$ cat src/rtl/adc_clk_gen_pkg.sv
// rtl/adc_clk_gen_pkg.sv - shared defaults and types for the multi-channel ADC sample-clock generator
package adc_clk_gen_pkg;

  localparam int CW_DEFAULT       = 16;
  localparam int DEF_HALF_DEFAULT = 781;
  localparam int NCH_MAX          = 8;

  typedef logic [CW_DEFAULT-1:0] half_t;
  typedef logic [2:0]            ch_idx_t;

  // Channel-select width never drops below one bit, even for a single channel.
  function automatic int ch_width(input int nch);
    return (nch > 1) ? $clog2(nch) : 1;
  endfunction

endpackage

$ cat src/rtl/adc_clk_gen_if.sv
// rtl/adc_clk_gen_if.sv - control/status bundle for adc_clk_gen; ADC_CLK_GEN_PHASE_EN adds wr_phase
interface adc_clk_gen_if
  import adc_clk_gen_pkg::*;
#(
  parameter int NCH = 2,
  parameter int CW  = CW_DEFAULT
) ();

  localparam int WCH = ch_width(NCH);

  logic [NCH-1:0] en;
  logic           sync;
  logic           wr;
  logic [WCH-1:0] wr_ch;
  logic [CW-1:0]  wr_half;
`ifdef ADC_CLK_GEN_PHASE_EN
  logic [CW-1:0]  wr_phase;
`endif
  logic [NCH-1:0] clk_out;
  logic [NCH-1:0] tick;
  logic [NCH-1:0] pending;

  modport master (
    output en, sync, wr, wr_ch, wr_half,
`ifdef ADC_CLK_GEN_PHASE_EN
    output wr_phase,
`endif
    input  clk_out, tick, pending
  );

  modport slave (
    input  en, sync, wr, wr_ch, wr_half,
`ifdef ADC_CLK_GEN_PHASE_EN
    input  wr_phase,
`endif
    output clk_out, tick, pending
  );

endinterface

$ cat src/rtl/adc_clk_gen_ch.sv
// rtl/adc_clk_gen_ch.sv - one divided-clock channel with boundary-staged half-period
// ADC_CLK_GEN_PHASE_EN adds a staged start phase loaded on restart.
module adc_clk_gen_ch
  import adc_clk_gen_pkg::*;
#(
  parameter int CW       = CW_DEFAULT,
  parameter int DEF_HALF = DEF_HALF_DEFAULT
) (
  input  logic          clk,
  input  logic          rst,
  input  logic          i_en,
  input  logic          i_sync,
  input  logic          i_wr,
  input  logic [CW-1:0] i_wr_half,
`ifdef ADC_CLK_GEN_PHASE_EN
  input  logic [CW-1:0] i_wr_phase,
`endif
  output logic          o_clk_out,
  output logic          o_tick,
  output logic          o_pending
);

  logic [CW-1:0] r_cnt;
  logic [CW-1:0] r_half_act;
  logic [CW-1:0] r_half_pend;
  logic          r_pending;
  logic          r_clk_out;
  logic          r_tick;
  logic          r_en_q;

  logic          w_hit;
  logic          w_restart;
  logic          w_boundary;
  logic          w_apply;
  logic [CW-1:0] w_half_new;
  logic [CW-1:0] w_start;

  assign w_hit      = (r_cnt == r_half_act);
  assign w_restart  = i_sync | ~r_en_q;
  // Falling toggle is the only point where the active half-period may change.
  assign w_boundary = i_en & ~w_restart & w_hit & r_clk_out;
  assign w_apply    = ~i_en | i_sync | w_boundary;
  assign w_half_new = i_wr ? i_wr_half : (r_pending ? r_half_pend : r_half_act);

`ifdef ADC_CLK_GEN_PHASE_EN
  logic [CW-1:0] r_phase_act;
  logic [CW-1:0] r_phase_pend;
  logic [CW-1:0] w_phase_new;
  logic [CW-1:0] w_phase_eff;
  logic [CW-1:0] w_half_eff;

  assign w_phase_new = i_wr ? i_wr_phase : (r_pending ? r_phase_pend : r_phase_act);
  assign w_phase_eff = w_apply ? w_phase_new : r_phase_act;
  assign w_half_eff  = w_apply ? w_half_new  : r_half_act;
  assign w_start     = (w_phase_eff < w_half_eff) ? w_phase_eff : w_half_eff;

  always_ff @(posedge clk or negedge rst) begin
    if (!rst) begin
      r_phase_act  <= '0;
      r_phase_pend <= '0;
    end else if (w_apply) begin
      r_phase_act  <= w_phase_new;
      r_phase_pend <= w_phase_new;
    end else if (i_wr) begin
      r_phase_pend <= i_wr_phase;
    end
  end
`else
  assign w_start = '0;
`endif

  always_ff @(posedge clk or negedge rst) begin
    if (!rst) begin
      r_cnt       <= '0;
      r_half_act  <= CW'(DEF_HALF);
      r_half_pend <= CW'(DEF_HALF);
      r_pending   <= 1'b0;
      r_clk_out   <= 1'b0;
      r_tick      <= 1'b0;
      r_en_q      <= 1'b0;
    end else begin
      r_en_q <= i_en;

      if (w_apply) begin
        r_half_act  <= w_half_new;
        r_half_pend <= w_half_new;
        r_pending   <= 1'b0;
      end else if (i_wr) begin
        r_half_pend <= i_wr_half;
        r_pending   <= 1'b1;
      end

      if (!i_en) begin
        r_cnt     <= '0;
        r_clk_out <= 1'b0;
        r_tick    <= 1'b0;
      end else if (w_restart) begin
        r_cnt     <= w_start;
        r_clk_out <= 1'b0;
        r_tick    <= 1'b0;
      end else if (w_hit) begin
        r_cnt     <= '0;
        r_clk_out <= ~r_clk_out;
        r_tick    <= ~r_clk_out;
      end else begin
        r_cnt     <= r_cnt + CW'(1);
        r_tick    <= 1'b0;
      end
    end
  end

  assign o_clk_out = r_clk_out;
  assign o_tick    = r_tick;
  assign o_pending = r_pending;

endmodule

$ cat src/rtl/adc_clk_gen.sv
// rtl/adc_clk_gen.sv - NCH-channel ADC sample-clock generator; ADC_CLK_GEN_PHASE_EN enables start phase
module adc_clk_gen
  import adc_clk_gen_pkg::*;
#(
  parameter int NCH      = 2,
  parameter int CW       = CW_DEFAULT,
  parameter int DEF_HALF = DEF_HALF_DEFAULT
) (
  input logic          clk,
  input logic          rst,
  adc_clk_gen_if.slave bus
);

  localparam int WCH = ch_width(NCH);

  logic [NCH-1:0] w_wr;

  // Out-of-range wr_ch matches no generate index, so such writes are dropped.
  for (genvar g = 0; g < NCH; g++) begin : g_ch
    assign w_wr[g] = bus.wr && (bus.wr_ch == WCH'(g));

    adc_clk_gen_ch #(
      .CW       (CW),
      .DEF_HALF (DEF_HALF)
    ) u_ch (
      .clk        (clk),
      .rst        (rst),
      .i_en       (bus.en[g]),
      .i_sync     (bus.sync),
      .i_wr       (w_wr[g]),
      .i_wr_half  (bus.wr_half),
`ifdef ADC_CLK_GEN_PHASE_EN
      .i_wr_phase (bus.wr_phase),
`endif
      .o_clk_out  (bus.clk_out[g]),
      .o_tick     (bus.tick[g]),
      .o_pending  (bus.pending[g])
    );
  end

endmodule

$ cat src/flat_wrapper.sv
// flat-port wrapper written by rule: the top's interface ports become plain ports
module adc_clk_gen_flat import adc_clk_gen_pkg::*;
#(
  parameter int NCH      = 2,
  parameter int CW       = CW_DEFAULT,
  parameter int DEF_HALF = DEF_HALF_DEFAULT
)
  (clk, rst, bus_en, bus_sync, bus_wr, bus_wr_ch, bus_wr_half, bus_clk_out, bus_tick, bus_pending);
  adc_clk_gen_if #(.NCH(NCH), .CW(CW)) bus_i ();
  input logic clk;
  input logic rst;
  input wire logic [$bits(bus_i.en)-1:0] bus_en;
  input wire logic [$bits(bus_i.sync)-1:0] bus_sync;
  input wire logic [$bits(bus_i.wr)-1:0] bus_wr;
  input wire logic [$bits(bus_i.wr_ch)-1:0] bus_wr_ch;
  input wire logic [$bits(bus_i.wr_half)-1:0] bus_wr_half;
  output wire logic [$bits(bus_i.clk_out)-1:0] bus_clk_out;
  output wire logic [$bits(bus_i.tick)-1:0] bus_tick;
  output wire logic [$bits(bus_i.pending)-1:0] bus_pending;
  assign bus_i.en = bus_en;
  assign bus_i.sync = bus_sync;
  assign bus_i.wr = bus_wr;
  assign bus_i.wr_ch = bus_wr_ch;
  assign bus_i.wr_half = bus_wr_half;
  assign bus_clk_out = bus_i.clk_out;
  assign bus_tick = bus_i.tick;
  assign bus_pending = bus_i.pending;
  adc_clk_gen #(.NCH(NCH), .CW(CW), .DEF_HALF(DEF_HALF)) u_core (.clk(clk), .rst(rst), .bus(bus_i));
endmodule
$ cat config.mk
export PLATFORM = sky130hd
export DESIGN_NAME = adc_clk_gen_flat
export DESIGN_NICKNAME = d
export VERILOG_FILES = /design/src/rtl/adc_clk_gen_pkg.sv /design/src/rtl/adc_clk_gen_if.sv /design/src/rtl/adc_clk_gen_ch.sv /design/src/rtl/adc_clk_gen.sv /design/src/flat_wrapper.sv
export SDC_FILE = /design/constraint.sdc
export NUM_CORES = 1
export LEC_CHECK = 0
export ABC_CLOCK_PERIOD_IN_PS = 5550
export BUFFER_PORTS_ARGS = -buffer_cell sky130_fd_sc_hd__buf_2
export CAP_MARGIN = 20
export CORE_MARGIN = 2
export CORE_UTILIZATION = 60
export DETAILED_ROUTE_END_ITERATION = 7
export GPL_ROUTABILITY_DRIVEN = 1
export GPL_TIMING_DRIVEN = 0
export PLACE_DENSITY = 0.79
export RECOVER_POWER = 50
export SYNTH_ARGS = -nofsm -noshare
export SYNTH_HDL_FRONTEND = slang
export SYNTH_SLANG_ARGS = --single-unit
$ cat constraint.sdc
create_clock -name clk -period 5.55 [get_ports clk]
set_input_delay 1.11 -clock clk [delete_from_list [all_inputs] [get_ports clk]]
set_output_delay 1.11 -clock clk [all_outputs]
set_load 0.05 [all_outputs]
==> metrics.txt <==
status complete, but fails checks; failing checks max-capacitance violations, max-slew violations; final wirelength 11000 um; top sig layer met4; Routed met2 length 5110 um; Core Footprint 0.00822 mm2; Via density 6.08; class of the worst hold path flop to flop; worst vdd ir 0.000158 V; RR Startpoint u_core.g_ch[0].u_ch.r_half_act[8]; Slew Limit Fails 34; IO Pins 29; CTS tree built; R2R depth 7; die area 0.00926 mm2; crit end category flop; MaxCap Viol Count 1; RSZ-0062 raised after global routing false; root buffer cell clkbuf_8; initial drt markers 252; Initial Util 62.1%; global-route wire length before repair 18400 um; internal reg-to-reg setup slack 2.77 ns; M1 wire length 5160 um; top cell type by total area after synthesis dfrtp_1; Primary FF master, synth dfrtp_1; CTS-repair resized insts 0; detailed placement HPWL 7870 um; GR Overflow Total 0; Layout area overhead 9.51%; Placed Instance Area 0.00541 mm2; Hold Vio Cnt, Final 0; Fin Clk Skew 0.0146 ns; Commonest cells post-synth 84 x dfrtp_1, 78 x nor2_1, 48 x xnor2_1; Post-synth EDFFs 0; CP arrival 3.02 ns; total power divided by cell area 302 mW/mm2; vias in the first global route 3606; H-tree depth 3; Post-Syn Area 0.00510 mm2; Post-Syn Nets 501; hold depth 1; Max Freq 360 MHz; Pleak 2.25 nW; cts bufs inserted 9; Synth area leaders dfrtp_1 41%, dfstp_2 10%, xnor2_1 8.2%; count of different cell masters after synthesis 27; CTS clk-pin slew, worst paths 0.11 ns; Yosys warning count 0; crit-path max FO 10; cell with the most instances after synthesis dfrtp_1; worst skew pair latency 0.38 ns; hold path endpoint u_core.g_ch[1].u_ch.r_cnt[0]; post-synth top area share 41.2%; die width 96.2 um; setup TNS 0 ns; final instance area 0.00559 mm2; Slew @ Worst Pin 1.90 ns; Post-CTS Hold Buffers 0; Sink Count 104; Slew headroom -26.8%; critical path class flop to flop; # Post-CTS Setup Buffers 0; wire per inst 17.6 um; drt pass-1 iters 5; worst hold start u_core.g_ch[1].u_ch.r_cnt[0]; placer congestion estimate 0.827; DRC viols 0; asr flop ratio synth 100%; Die Y 96.2 um; flops & latches, synth 104; layout cells sized above 1 16.7%; Port-buffer cells 28; ANT nets after route 0; met3 WL 593 um; gr usage total 26.0%; part of the Yosys area used for sequential elements 51.5%; final number of setup-violating endpoints 0; period utilisation layout 50.1%; maximum clock insertion buffer count 2; largest net degree at the start of global routing 72; worst hold margin 0.512 ns; Post-Synthesis Cells 476; Startpoint Class flop; CP required 5.79 ns; Nets 541; Mapped Avg Cell Area 10.7 um2; via count 3803; minimum clock period 2.78 ns; ant diodes 0; row cnt 33; r2r endpoint u_core.g_ch[0].u_ch.r_half_pend[7]; initial antenna violation count 0
==> critical path, cell delays in order, from the launching register on <==
cell and delay [ns]:
dfstp_2 0.58, xnor2_1 0.12, nand4_1 0.14, nor4_1 0.73, a41oi_2 0.45, buf_4 0.34, mux2i_1 0.18, a21oi_1 0.09
==> layout by cell type, fill, tap and decap left out, types with 14 or more instances in the layout <==
cell	netlist	routed
dfrtp_1	84	84
xor2_1	14	14
mux2i_1	32	32
a2bb2oi_1	32	32
clkbuf_1	20	21
nand3_1	14	14
buf_2	0	27
nand4_1	14	14
xnor2_1	48	48
dfstp_2	20	20
a21oi_1	34	34
o22ai_1	32	32
nor2_1	78	78
==> metal layers <==
metal,GRT usage (%),up-vias
met5,0,-
li1,-,1762
met4,7.26,0
met2,38.5,123
met1,39.8,1906
met3,3.84,12
==> metrics by stage <==
| step | std cells | total power [W] | setup slack, ns | utilization, % |
|---|---|---|---|---|
| floorplan | 476 | 0.00112 | 3.20 | - |
| global placement | 609 | 0.00119 | 2.32 | 65.4 |
| detailed placement | 610 | 0.00121 | 2.78 | 65.8 |
| CTS | 626 | 0.00169 | 3.05 | 68.3 |
| global route | 626 | 0.00176 | 2.52 | 68.0 |
| finish | 626 | 0.00169 | 2.77 | 68.0 |
==> cells by family after synthesis <==
logic type	share of synthesized area, %
adder cells (fa/ha/maj)	0.490
AND/OR/NAND/NOR	12.1
multiplexers	6.28
flip-flops	51.5
buffers and inverters	4.41
XOR/XNOR	10.6
AO/OA/AOI/OAI	14.6
==> report_power, final <==
part	switching, W	leakage [nW]	internal (W)
clock	0.000277	0.0977	0.000213
sequential	0.0000764	1.24	0.000863
combinational	0.000124	0.917	0.000133
==> how the worst max path moves through the flow <==
| stage | start | end | depth (start not counted) | slack (ns) |
|---|---|---|---|---|
| global placement | rst | u_core.g_ch[0].u_ch.r_cnt[11] | 1 | 2.32 |
| global route | u_core.g_ch[0].u_ch.r_cnt[4] | u_core.g_ch[0].u_ch.r_half_pend[6] | 7 | 2.52 |
| detailed placement | bus_sync | u_core.g_ch[1].u_ch.r_half_pend[14] | 7 | 2.78 |
| CTS | u_core.g_ch[1].u_ch.r_half_act[3] | u_core.g_ch[1].u_ch.r_half_pend[14] | 7 | 3.05 |
| finish | u_core.g_ch[0].u_ch.r_half_act[8] | u_core.g_ch[0].u_ch.r_half_pend[7] | 7 | 2.77 |
| floorplan | bus_en[0] | u_core.g_ch[0].u_ch.r_half_pend[10] | 7 | 3.20 |
==> sequential cells by signal, indices dropped and copies added (netlist names) <==
signal,flops
u_core.g_ch.u_ch.o_pending,2
u_core.g_ch.u_ch.o_tick,2
u_core.g_ch.u_ch.r_en_q,2
u_core.g_ch.u_ch.r_half_pend,32
u_core.g_ch.u_ch.r_half_act,32
u_core.g_ch.u_ch.r_cnt,32
u_core.g_ch.u_ch.o_clk_out,2
==> final cells by class <==
type / count / area (um2)
Sequential cell: 104 / 2630
Tap cell: 105 / 131
Inverter: 6 / 22.5
Multi-Input combinational cell: 332 / 2240
Buffer: 34 / 203
Clock inverter: 7 / 78.8
Clock buffer: 9 / 124
Fill cell: 645 / 2630
Timing Repair Buffer: 29 / 166
No activity file was read; power rests on OpenSTA's default activity.
